===== config.mk =====
export PLATFORM = sky130hd
export DESIGN_NAME = load_store_unit_flat
export DESIGN_NICKNAME = d
export VERILOG_FILES = /design/src/rtl/lsu_pkg.sv /design/src/rtl/lsu_if.sv /design/src/rtl/lsu_load_extract.sv /design/src/rtl/load_store_unit.sv /design/src/flat_wrapper.sv
export SDC_FILE = /design/constraint.sdc
export NUM_CORES = 1
export LEC_CHECK = 0
export ABC_AREA = 1
export CAP_MARGIN = 20
export CORE_MARGIN = 2
export CORE_UTILIZATION = 37
export CTS_CLUSTER_SIZE = 12
export DETAILED_ROUTE_END_ITERATION = 8
export GPL_TIMING_DRIVEN = 0
export PLACE_DENSITY = 0.77
export SETUP_SLACK_MARGIN = 0.05
export SYNTH_ARGS = -nofsm -noshare
export SYNTH_HDL_FRONTEND = slang
export SYNTH_HIERARCHICAL = 1
export SYNTH_SLANG_ARGS = --single-unit

===== constraint.sdc =====
create_clock -name clock -period 1.5 [get_ports clock]
set_input_delay 0.3 -clock clock [delete_from_list [all_inputs] [get_ports clock]]
set_output_delay 0.3 -clock clock [all_outputs]
set_load 0.05 [all_outputs]

===== src/rtl/lsu_pkg.sv =====
// Shared types for the load/store unit: access sizes, FSM states and helpers.
// Imported by the interface, the lane extractor and the unit top.
package lsu_pkg;

   typedef enum logic [1:0] {
      SIZE_BYTE = 2'd0,
      SIZE_HALF = 2'd1,
      SIZE_WORD = 2'd2
   } size_t;

   typedef enum logic [1:0] {
      IDLE      = 2'd0,
      LOAD_WAIT = 2'd1,
      RESP      = 2'd2
   } state_t;

   localparam logic [31:0] MMIO_WORD_DEF = 32'hFFFF_FFFF;

   // Encoding 3 is reserved; it behaves as a word access.
   function automatic size_t norm_size(input logic [1:0] s);
      return (s == 2'd3) ? SIZE_WORD : size_t'(s);
   endfunction

endpackage


===== src/rtl/lsu_if.sv =====
// Core-side request/response bundle and memory-side bus for the LSU.
// Core: req_* / resp_* valid-ready. Mem: word addresses, data, byte enables.
interface lsu_core_if #(
   parameter int AW = 32
);
   logic          req_valid;
   logic          req_ready;
   logic          req_write;
   logic [1:0]    req_size;
   logic          req_unsigned;
   logic [AW-1:0] req_address;
   logic [31:0]   req_wdata;
   logic          resp_valid;
   logic          resp_ready;
   logic [31:0]   resp_rdata;
   logic          resp_error;

   modport master (
      output req_valid, req_write, req_size,
      output req_unsigned, req_address, req_wdata,
      output resp_ready,
      input  req_ready, resp_valid, resp_rdata, resp_error
   );

   modport slave (
      input  req_valid, req_write, req_size,
      input  req_unsigned, req_address, req_wdata,
      input  resp_ready,
      output req_ready, resp_valid, resp_rdata, resp_error
   );
endinterface

interface lsu_mem_if;
   logic [31:0] mem_read_address;
   logic [31:0] mem_read_data;
   logic [31:0] mem_write_address;
   logic [31:0] mem_write_data;
   logic [3:0]  mem_write_enable;

   modport master (
      output mem_read_address, mem_write_address,
      output mem_write_data, mem_write_enable,
      input  mem_read_data
   );

   modport slave (
      input  mem_read_address, mem_write_address,
      input  mem_write_data, mem_write_enable,
      output mem_read_data
   );
endinterface


===== src/rtl/lsu_load_extract.sv =====
// Combinational load lane select and sign/zero extension.
// Ports: data, offset (byte addr[1:0]), size, zero_ext -> result.
module lsu_load_extract
   import lsu_pkg::*;
(
   input  logic [31:0] data,
   input  logic [1:0]  offset,
   input  size_t       size,
   input  logic        zero_ext,
   output logic [31:0] result
);

   logic [7:0]  b;
   logic [15:0] h;
   logic        b_sign;
   logic        h_sign;

   always_comb begin
      b      = data[{offset, 3'b000} +: 8];
      // Half lane follows offset[1] only; offset[0] is ignored.
      h      = offset[1] ? data[31:16] : data[15:0];
      b_sign = ~zero_ext & b[7];
      h_sign = ~zero_ext & h[15];
      unique case (size)
         SIZE_BYTE: result = {{24{b_sign}}, b};
         SIZE_HALF: result = {{16{h_sign}}, h};
         default:   result = data;
      endcase
   end

endmodule


===== src/rtl/load_store_unit.sv =====
// Load/store unit: core byte/half/word requests to word-addressed memory.
// Ports: clock, reset, core (lsu_core_if.slave), mem (lsu_mem_if.master).
// Optional LSU_MISALIGN_TRAP_EN: misaligned accesses return resp_error.
module load_store_unit
   import lsu_pkg::*;
#(
   parameter int          ADDR_WIDTH = 32,
   parameter logic [31:0] MMIO_WORD  = MMIO_WORD_DEF
) (
   input  logic        clock,
   input  logic        reset,
   lsu_core_if.slave   core,
   lsu_mem_if.master   mem
);

   state_t                state_q, state_d;
   logic [ADDR_WIDTH-1:0] addr_q;
   size_t                 size_q;
   logic                  uns_q;
   logic [31:0]           rdata_q, rdata_d;
   logic                  err_q, err_d;

   size_t                 size_in;
   logic                  accept;
   logic                  misalign;
   logic [3:0]            lanes;
   logic [31:0]           wdata_rep;
   logic [31:0]           ext_data;
   logic [ADDR_WIDTH-1:0] rd_sel;

   // The all-ones word is remapped to the memory's LED register.
   function automatic logic [31:0] word_of(
      input logic [ADDR_WIDTH-1:0] a
   );
      logic [ADDR_WIDTH-3:0] w;
      w = a[ADDR_WIDTH-1:2];
      return (&w) ? MMIO_WORD : 32'(w);
   endfunction

   assign size_in = norm_size(core.req_size);
   assign accept  = core.req_valid && (state_q == IDLE);

`ifdef LSU_MISALIGN_TRAP_EN
   always_comb begin
      unique case (size_in)
         SIZE_HALF: misalign = core.req_address[0];
         SIZE_WORD: misalign = |core.req_address[1:0];
         default:   misalign = 1'b0;
      endcase
   end
`else
   assign misalign = 1'b0;
`endif

   always_comb begin
      unique case (size_in)
         SIZE_BYTE: begin
            lanes     = 4'b0001 << core.req_address[1:0];
            wdata_rep = {4{core.req_wdata[7:0]}};
         end
         SIZE_HALF: begin
            lanes     = core.req_address[1] ? 4'b1100 : 4'b0011;
            wdata_rep = {2{core.req_wdata[15:0]}};
         end
         default: begin
            lanes     = 4'hF;
            wdata_rep = core.req_wdata;
         end
      endcase
   end

   lsu_load_extract u_extract (
      .data     (mem.mem_read_data),
      .offset   (addr_q[1:0]),
      .size     (size_q),
      .zero_ext (uns_q),
      .result   (ext_data)
   );

   always_comb begin
      state_d = state_q;
      rdata_d = rdata_q;
      err_d   = err_q;
      unique case (state_q)
         IDLE: begin
            if (accept) begin
               rdata_d = '0;
               err_d   = misalign;
               if (core.req_write || misalign)
                  state_d = RESP;
               else
                  state_d = LOAD_WAIT;
            end
         end
         LOAD_WAIT: begin
            rdata_d = ext_data;
            err_d   = 1'b0;
            state_d = RESP;
         end
         RESP: begin
            if (core.resp_ready)
               state_d = IDLE;
         end
         default: state_d = IDLE;
      endcase
   end

   always_ff @(posedge clock) begin
      if (reset) begin
         state_q <= IDLE;
         rdata_q <= '0;
         err_q   <= 1'b0;
         addr_q  <= '0;
         size_q  <= SIZE_WORD;
         uns_q   <= 1'b0;
      end else begin
         state_q <= state_d;
         rdata_q <= rdata_d;
         err_q   <= err_d;
         if (accept) begin
            addr_q <= core.req_address;
            size_q <= size_in;
            uns_q  <= core.req_unsigned;
         end
      end
   end

   assign core.req_ready  = (state_q == IDLE);
   assign core.resp_valid = (state_q == RESP);
   assign core.resp_rdata = rdata_q;
   assign core.resp_error = err_q;

   // Address goes out with the request so read data lands at T+1.
   assign rd_sel = (state_q == IDLE) ? core.req_address : addr_q;
   assign mem.mem_read_address  = word_of(rd_sel);
   assign mem.mem_write_address = word_of(core.req_address);
   assign mem.mem_write_data    = wdata_rep;
   assign mem.mem_write_enable  =
      (accept && core.req_write && !misalign && !reset) ? lanes : 4'h0;

endmodule


===== src/flat_wrapper.sv =====
// flat-port wrapper written by rule: the top's interface ports become plain ports
module load_store_unit_flat import lsu_pkg::*;
#(
   parameter int          ADDR_WIDTH = 32,
   parameter logic [31:0] MMIO_WORD  = MMIO_WORD_DEF
)
  (clock, reset, core_req_valid, core_req_write, core_req_size, core_req_unsigned, core_req_address, core_req_wdata, core_resp_ready, core_req_ready, core_resp_valid, core_resp_rdata, core_resp_error, mem_mem_read_address, mem_mem_write_address, mem_mem_write_data, mem_mem_write_enable, mem_mem_read_data);
  lsu_core_if #(.AW(32)) core_i ();
  lsu_mem_if mem_i ();
  input  logic clock;
  input  logic reset;
  input wire logic [$bits(core_i.req_valid)-1:0] core_req_valid;
  input wire logic [$bits(core_i.req_write)-1:0] core_req_write;
  input wire logic [$bits(core_i.req_size)-1:0] core_req_size;
  input wire logic [$bits(core_i.req_unsigned)-1:0] core_req_unsigned;
  input wire logic [$bits(core_i.req_address)-1:0] core_req_address;
  input wire logic [$bits(core_i.req_wdata)-1:0] core_req_wdata;
  input wire logic [$bits(core_i.resp_ready)-1:0] core_resp_ready;
  output wire logic [$bits(core_i.req_ready)-1:0] core_req_ready;
  output wire logic [$bits(core_i.resp_valid)-1:0] core_resp_valid;
  output wire logic [$bits(core_i.resp_rdata)-1:0] core_resp_rdata;
  output wire logic [$bits(core_i.resp_error)-1:0] core_resp_error;
  output wire logic [$bits(mem_i.mem_read_address)-1:0] mem_mem_read_address;
  output wire logic [$bits(mem_i.mem_write_address)-1:0] mem_mem_write_address;
  output wire logic [$bits(mem_i.mem_write_data)-1:0] mem_mem_write_data;
  output wire logic [$bits(mem_i.mem_write_enable)-1:0] mem_mem_write_enable;
  input wire logic [$bits(mem_i.mem_read_data)-1:0] mem_mem_read_data;
  assign core_i.req_valid = core_req_valid;
  assign core_i.req_write = core_req_write;
  assign core_i.req_size = core_req_size;
  assign core_i.req_unsigned = core_req_unsigned;
  assign core_i.req_address = core_req_address;
  assign core_i.req_wdata = core_req_wdata;
  assign core_i.resp_ready = core_resp_ready;
  assign core_req_ready = core_i.req_ready;
  assign core_resp_valid = core_i.resp_valid;
  assign core_resp_rdata = core_i.resp_rdata;
  assign core_resp_error = core_i.resp_error;
  assign mem_mem_read_address = mem_i.mem_read_address;
  assign mem_mem_write_address = mem_i.mem_write_address;
  assign mem_mem_write_data = mem_i.mem_write_data;
  assign mem_mem_write_enable = mem_i.mem_write_enable;
  assign mem_i.mem_read_data = mem_mem_read_data;
  load_store_unit #(.ADDR_WIDTH(ADDR_WIDTH), .MMIO_WORD(MMIO_WORD)) u_core (.clock(clock), .reset(reset), .core(core_i), .mem(mem_i));
endmodule

## Word-level counts from Yosys, hierarchy flattened

Cells that the tools add are included.

| operators by class | value |
|---|---|
| eq/ne operators | 7 |
| shifts and indexed selects | 2 |
| reductions and logical operators | 12 |
| bitwise logic cells | 3 |
| muxes and demuxes | 18 |

Operator list:

| operator | number |
|---|---|
| $pmux 32 s2 | 3 |
| $mux 32 | 4 |
| $reduce_and 30->1 | 2 |
| $shiftx 32x6->8 | 1 |
| $mux 16 | 1 |
| $mux 2 | 4 |
| $mux 4 | 2 |
| $pmux 4 s2 | 1 |
| $eq 2x1->1 const B | 3 |
| $logic_not 2->1 | 3 |
| $pmux 2 s3 | 1 |
| $eq 2x2->1 const B | 2 |
| $reduce_and 2->1 | 2 |
| $shl 1x2->4 const A | 1 |
| $logic_and 1x1->1 | 3 |
| $and 1x1->1 | 2 |
| $ne 2x1->1 const B | 1 |
| $ne 2x2->1 const B | 1 |
| $pmux 1 s2 | 1 |
| $reduce_bool 2->1 | 1 |
| $logic_not 1->1 | 1 |
| $mux 1 | 1 |
| $not 1->1 | 1 |

| storage, ports and cells | value |
|---|---|
| register bits | 70 |
| word-level logic and storage cells | 48 |
| output and inout port bits | 135 |

## Logic depth before layout (Yosys ltp)

Gate-level depths: netlist of the first run.

| logic depth | value |
|---|---|
| depth after elaboration | 5 |
| mapped depth | 11 |
| mapped depth without buffers | 9 |

## Cells and area by module

Netlist of the first run, hierarchy kept.

By module, submodules not included:

| module | times used | seq. area each (um^2) | cells an instance | area an instance (um^2) |
|---|---|---|---|---|
| load_store_unit | 1 | 1381.3 | 600 | 3777.4 |
| lsu_load_extract | 1 | 0.0 | 154 | 920.9 |

## Least setup slack after synthesis of the first run

Ideal clock, no wire load.

| timing | value |
|---|---|
| kind | reg-to-output |
| start point | register u_core.state_q[1] |
| end point | output port mem_mem_read_address[31] |
| required time | 1200 ps |
| arrival | 2553 ps |
| cell stages (with the launch flop) | 10 |
| setup slack | -1353 ps |
| path through | dfxtp_1 nor2_4 buf_6 nand2_2 nand2_1 nand2_1 nor2_1 nand2_1 nor2_1 buf_4 |

| on the way | value |
|---|---|
| cells in the longest elaborated chain, start to end | 4 |

Ends and longest elaborated chain:

| what | RTL line | source |
|---|---|---|
| start: declaration | load_store_unit.sv:16 | `state_t state_q, state_d;` |
| start signal: assignment | load_store_unit.sv:117 | `state_q <= state_d;` |
| $logic_not 2->1 | -- |  |
| net core_req_ready | flat_wrapper.sv:19 | `output wire logic [$bits(core_i.req_ready)-1:0] core_req_ready;` |
| $mux 32 | load_store_unit.sv:134 | `assign rd_sel = (state_q == IDLE) ? core.req_address : addr_q;` |
| $reduce_and 30->1 | load_store_unit.sv:37 | `return (&w) ? MMIO_WORD : 32'(w);` |
| $mux 32 | load_store_unit.sv:37 |  |
| end: declaration | flat_wrapper.sv:23 | `output wire logic [$bits(mem_i.mem_read_address)-1:0] mem_mem_read_address;` |

The timed path passes the listed nets, and every way through them passes these cells.

## Final worst setup path of the first run

| timing | value |
|---|---|
| start point | register u_core.state_q[1] |
| end point | output port mem_mem_read_address[31] |

| on the way | value |
|---|---|
| cells in the longest elaborated chain, start to end | 4 |

Ends and longest elaborated chain:

| what | RTL line |
|---|---|
| $logic_not 2->1 | load_store_unit.sv:134 |
| $mux 32 | load_store_unit.sv:134 |
| $reduce_and 30->1 | load_store_unit.sv:37 |
| $mux 32 | load_store_unit.sv:37 |

Every way passes these cells.

==> summary.txt, run 1 <==
Max-cap violations -> 0
Final setup vio count -> 49
Initial Utilization -> 0.375
IO buf count -> 237
Setup CP Type -> reg -> out
Seq pwr share -> 0.263
Tot GR Track Use -> 0.244
Final GP Congestion -> 0.890
Dominant synthesized flop cell -> dfxtp_1
Post-synthesis average cell area -> 6.23 um^2
PwrDens -> 870 nW/um^2
Clk_lat worst skew -> 0.33 ns
Syn-to-layout area delta -> 87.8%
Global-route wire length before repair -> 26000 um
Top Family by Delay on Critical Path -> simple AND/OR/NAND/NOR gates
FF-to-FF path depth -> 9
Largest net degree at the start of global routing -> 14
Max layer used -> met4
Min Tclk post-route -> 2.30 ns
Final Slew Violations -> 0
CTS H-tree depth -> 3
Failing checks -> negative setup slack
Vias per cell -> 4.91
Layout Nets -> 1146
CTS clk-pin slew, worst paths -> 0.06 ns
Die area -> 13600 um^2
CP Depth -> 12
CTS tree -> yes
Io pins -> 239
Vias -> 5990
Post-route clock period utilization -> 1.53
Worst clock skew -> 0.00922 ns
Met2 wire length -> 9560 um
Die width -> 117 um
Top post-synthesis cells by area -> dfxtp_1 29%, nand2_1 21%, a21oi_1 7.2%
Slowest cell delay on critical path -> 0.40 ns
RR Endpoint -> u_core/core.resp_rdata[14]
Setup WS post-layout -> -0.796 ns
Post-DP Area -> 7430 um^2
DR DRC count -> 0
Leak -> 0.00411 uW
Post-Synthesis Cells -> 754
Share of the synthesized area in the top cell type -> 0.294
Post-synth EDFFs -> 0
DRT iter0 DRCs -> 430
Worst Hold Class -> in -> reg
Top cells by count, synth -> 257 x nand2_1, 90 x inv_1, 69 x dfxtp_1, 68 x a21oi_1, 46 x o21ai_0
Cts hold-fix bufs -> 0
WP buf/inv -> 4
Netlist cell types -> 36
Flops & latches, synth -> 69
N_diodes -> 0
Fin util -> 0.705
Routed length per instance -> 15.3 um
Final hold vios -> 0
Core area -> 12500 um^2
RSZ-0062 raised after global routing -> true
Met3 WL -> 1370 um
Worst Setup SP -> u_core/state_q[1]
CTS Buffer Depth -> 2
DRT antenna net count -> 0
Fin area -> 8820 um^2
Ys async rst share -> 0
Number of global-route vias before repair -> 5414
Worst VDD drop -> 615 uV
Setup tns final -> -11.48 ns
Die H -> 117 um
Hpwl dp -> 13000 um
Worst-Margin Slew -> 0.641 ns
CP max FO -> 6
WHS Path Cells -> 3
Post-synthesis cell area -> 4700 um^2
Fillers -> 1032
Sw Pwr -> 3070 uW
Combinational power share -> 0.454
Hold path start -> core_req_address[7]
Critical Path End Type -> primary output
Sequential share of the synthesized area -> 0.294
WL final -> 18600 um
Post-synth top area cell -> dfxtp_1
CP startpoint kind -> register
Clock share of power -> 0.283
Wl on met1 -> 7250 um
Internal Power -> 4610 uW
Worst path cell trace -> nor2_4, buf_12, clkbuf_16, nand2_1, nand2_2, nor2_4, nand2_1, nor2_1, nand2_1, nor2_4, buf_6, buf_8
Syn Nets -> 858
CTS Sinks -> 69
CTS Root Cell -> clkbuf_16
Layout cells sized above 1 -> 0.416
Total gr overflow -> 0
Number of antenna violations at the first check in global routing -> 0
CP Data Required Time -> 1.20 ns
Switching Fraction -> 0.400
Critical Path AT -> 2.00 ns
Max-slew headroom -> 0.572
Worst setup endpoint -> mem_mem_read_address[31]
Num CTS Buffers -> 9
FP Rows -> 41
Most common cell in the netlist -> nand2_1
1st-pass router iterations -> 5
Reg2reg start -> u_core/state_q[1]
Synth warn -> 6
Critical Path Slowest Stage Cell -> dfxtp_4
Fmax -> 0.436 GHz
Reg2Reg Setup Slack -> -0.03 ns
Outcome -> finished with violations
[worst min-delay path by stage]
stage                                end  slack [ns]
2_1_floorplan          u_core/state_q[0]        0.37
3_3_place_gp   u_core/core.resp_rdata[5]        0.45
3_5_place_dp   u_core/core.resp_rdata[3]        0.45
4_1_cts                 u_core/addr_q[7]        0.22
5_1_grt                 u_core/addr_q[7]        0.24
6_report                u_core/addr_q[7]        0.23
[worst min-delay path, cell delays in order]
cell,delay [ns]
buf_8,0.10
inv_8,0.06
a21oi_1,0.05
[state kept, by name (all words and copies together), names as in the netlist]
name,count
u_core/size_q,2
u_core/core.resp_rdata,32
u_core/uns_q,1
u_core/state_q,2
u_core/addr_q,32
[cells by family after synthesis]
| group | count (synthesis) | synth area share |
|---|---|---|
| AND/OR/NAND/NOR | 367 | 0.359 |
| buffers and inverters | 175 | 0.186 |
| AO/OA/AOI/OAI | 142 | 0.160 |
| flip-flops | 69 | 0.294 |
| other | 1 | 0.000798 |
[power groups by stage]
stage               Combinational, uW  Clock (uW)  Sequential [uW]
detailed placement               2930           0             2040
global placement                 2920           0             2040
floorplan                        1810           0             2110
finish                           3480        2170             2020
global route                     3670        2280             2030
CTS                              3100        2180             2010
[what timing repair did]
item | CTS | global route
setup endpoints to repair | 195 | 124
cloned | 2 | 7
setup buffers | 20 | 12
pin swaps | 31 | 46
gates resized for setup | 813 | 162
[routing by layer]
| metal | up-vias | global-route usage |
|---|---|---|
| met5 | - | 0 |
| met4 | 0 | 0.0753 |
| met3 | 39 | 0.0477 |
| met2 | 256 | 0.434 |
| met1 | 2779 | 0.298 |
| li1 | 2916 | - |
[per-stage QoR]
stage,hold slack [ns],setup WS [ns],instances,power (uW)
3_5_place_dp,0.450,-1.59,1163,4980
6_report,0.233,-0.796,1219,7670
5_1_grt,0.237,-0.877,1219,7970
2_1_floorplan,0.372,-0.562,754,3920
3_3_place_gp,0.448,-1.59,1163,4960
4_1_cts,0.216,-0.723,1201,7290
[cell usage in the layout (no fill, tap or decap), types with 43 or more instances in the layout]
cell               n
a21oi_1           51
buf_4             43
buf_6             53
clkdlybuf4s15_2   44
clkdlybuf4s50_1   53
dfxtp_1           65
inv_1             55
nand2_1          200
nand2_2           48
[layout make-up]
class                           count  area (um^2)  share of cell area
Multi-Input combinational cell    510         3050               0.345
Timing Repair Buffer              277         2860               0.324
Sequential cell                    69         1390               0.158
Buffer                             79          591              0.0669
Inverter                           96          418              0.0474
Clock buffer                       10          229              0.0260
Tap cell                          172          215              0.0244
Clock inverter                      6         71.3             0.00808
No activity file was read; power rests on OpenSTA's default activity.
==> run 2: changes to the inputs <==
--- a/config.mk
+++ b/config.mk
@@ -8,11 +8,11 @@
 export ABC_AREA = 1
 export CAP_MARGIN = 20
 export CORE_MARGIN = 2
-export CORE_UTILIZATION = 37
+export CORE_UTILIZATION = 41
 export CTS_CLUSTER_SIZE = 12
 export DETAILED_ROUTE_END_ITERATION = 8
 export GPL_TIMING_DRIVEN = 0
-export PLACE_DENSITY = 0.77
+export PLACE_DENSITY = 0.81
 export SETUP_SLACK_MARGIN = 0.05
 export SYNTH_ARGS = -nofsm -noshare
 export SYNTH_HDL_FRONTEND = slang
==> constraint.sdc (replaced) <==
create_clock -name clock -period 2.5 [get_ports clock]
set_input_delay 0.5 -clock clock [delete_from_list [all_inputs] [get_ports clock]]
set_output_delay 0.5 -clock clock [all_outputs]
set_load 0.05 [all_outputs]
==> run 2 against run 1 <==
Effect of this change: the run still ends with negative setup slack left; die area shrank 9.4%; sequential cell count is the same; clock skew shrank 0.0017 ns; clock power shrank 31%; worst setup slack gained 0.78 ns; wire length shrank 9.9%; non-clock buffer count shrank 24; worst hold slack gained 0.23 ns; first-iteration DRC count shrank 17%.
==> summary.txt, run 2 (synthesized netlist as in run 1, its figures left out) <==
Outcome -> finished with violations
Failing checks -> negative setup slack
Worst VDD drop -> 390 uV
Worst-Margin Slew -> 0.591 ns
Largest net degree at the start of global routing -> 13
CTS Sinks -> 69
Setup WS post-layout -> -0.0174 ns
Setup CP Type -> in -> out
Io pins -> 239
CP startpoint kind -> input pin
CTS Buffer Depth -> 2
Fmax -> 0.397 GHz
Most Frequent Cell on Critical Path -> nand2_1
CP max FO -> 3
CTS tree -> yes
Slowest cell delay on critical path -> 0.51 ns
Tot GR Track Use -> 0.261
PwrDens -> 568 nW/um^2
Internal Power -> 2780 uW
Num CTS Buffers -> 9
Commonest non-fill, non-tap cell in the layout -> nand2_1
CTS clk-pin slew, worst paths -> 0.05 ns
DRT iter0 DRCs -> 359
Layout Nets -> 1122
Fin area -> 7810 um^2
Final GP Congestion -> 0.930
Routed length per instance -> 14.4 um
Hpwl dp -> 12800 um
Clock share of power -> 0.337
CTS Root Cell -> clkbuf_16
Total power -> 4440 uW
Most frequent cells in the layout -> 254 x nand2_1, 148 x clkdlybuf4s50_1, 86 x inv_1, 68 x a21oi_1, 67 x dfxtp_1
Critical Path Slowest Stage Cell -> clkdlybuf4s50_1
Vias -> 5737
Worst Hold Class -> reg -> reg
Hold slack final -> 0.459 ns
Worst clock skew -> 0.00755 ns
Switching Fraction -> 0.372
Reg area -> 1390 um^2
Final Slew Violations -> 0
Initial Utilization -> 0.415
Die width -> 111 um
Syn-to-layout area delta -> 66.3%
DRT antenna net count -> 0
CP Data Required Time -> 2.00 ns
RSZ-0062 raised after global routing -> true
Fillers -> 980
Die H -> 111 um
DR DRC count -> 0
Combinational power share -> 0.391
Max-cap violations -> 0
Final hold vios -> 0
Worst path cell trace -> clkdlybuf4s50_1, inv_1, nand2_1, nand2_1, nor2_2, nand2_1, nor2_2, nand2_2, nor2_4, buf_6, buf_8
Min Tclk post-route -> 2.52 ns
Number of global-route vias before repair -> 5410
1st-pass router iterations -> 5
Number of antenna violations at the first check in global routing -> 0
N_diodes -> 0
Critical Path AT -> 2.02 ns
Global-route wire length before repair -> 26300 um
Post-route clock period utilization -> 1.01
Core area -> 11300 um^2
Total gr overflow -> 0
Vias per cell -> 4.92
Critical Path End Type -> primary output
Die area -> 12300 um^2
Sw Pwr -> 1650 uW
Final setup vio count -> 1
Layout cells sized above 1 -> 0.168
Seq pwr share -> 0.271
Clk_lat worst skew -> 0.33 ns
Fin util -> 0.690
Leak -> 0.00377 uW
Post-DP Area -> 7270 um^2
WL final -> 16800 um
FP Rows -> 39
Max-slew headroom -> 0.606
CTS H-tree depth -> 3
IO buf count -> 237
Area of the multi-input gates -> 2550 um^2
-- run 2: changes by cell type in the layout (fill, tap and decap cells not counted), moves of 24 or more --
| cell | before | now |
|---|---|---|
| buf_6 | 53 | 14 |
| clkdlybuf4s15_2 | 44 | 10 |
| clkdlybuf4s50_1 | 53 | 148 |
| inv_1 | 55 | 86 |
| inv_2 | 31 | 7 |
| nand2_1 | 200 | 254 |
| nand2_2 | 48 | 13 |
-- run 2: what timing repair did --
item | 4_1_cts | 5_1_grt
pin swaps | 9 | 19
hold buffers | 0 | 0
gates cloned | 2 | 0
endpoints found under the setup margin | 68 | 27
setup buffers | 7 | 7
gates resized for setup | 179 | 47
-- run 2: area by class of cell --
cell class	count	area share
plain buffers	79	0.0666
clock buffers	11	0.0311
clock inverters	5	0.0138
inverters	96	0.0477
multi-input cells	510	0.326
flip-flops and latches	69	0.178
well taps	143	0.0229
repair buffers	253	0.314
-- run 2: stage by stage --
stage	instances	TNS [ns]	setup slack, ns
global route	1166	-0.168	-0.0993
global placement	1134	-22.42	-0.816
finish	1166	-0.0174	-0.0174
detailed placement	1134	-22.91	-0.827
CTS	1159	0	0.00571
floorplan	754	0	0.0752
-- run 2: path summary, 6_finish.rpt --
| kind | slack (ns) | start | endpoint | cells after the start |
|---|---|---|---|---|
| worst min register to register | 0.46 | u_core/core.resp_rdata[26] | u_core/core.resp_rdata[26] | 2 |
| worst max-delay path | -0.02 | core_req_address[11] | mem_mem_read_address[31] | 11 |
| worst min-delay path | 0.46 | u_core/core.resp_rdata[26] | u_core/core.resp_rdata[26] | 2 |
| worst max register to register | 0.85 | u_core/state_q[1] | u_core/addr_q[16] | 7 |
-- run 2: power groups by stage --
| stage | Clock [uW] | Sequential, uW | Combinational (uW) |
|---|---|---|---|
| floorplan | 0 | 1260 | 1070 |
| detailed placement | 0 | 1230 | 1730 |
| finish | 1500 | 1200 | 1740 |
| global route | 1550 | 1210 | 1850 |
| global placement | 0 | 1220 | 1720 |
| CTS | 1510 | 1200 | 1700 |
-- run 2: metal layers --
layer	up-vias	GRT usage	share of wire
met3	33	0.0596	0.080
met2	280	0.449	0.49
met5	-	0	0
met4	0	0.0897	0.025
li1	2855	-	-
met1	2569	0.323	0.40
-- run 2: critical path, delay by kind of cell --
kind / cells / cell delay [ns]
buffers and inverters: 4 / 0.83
and+or+nand+nor: 7 / 0.70
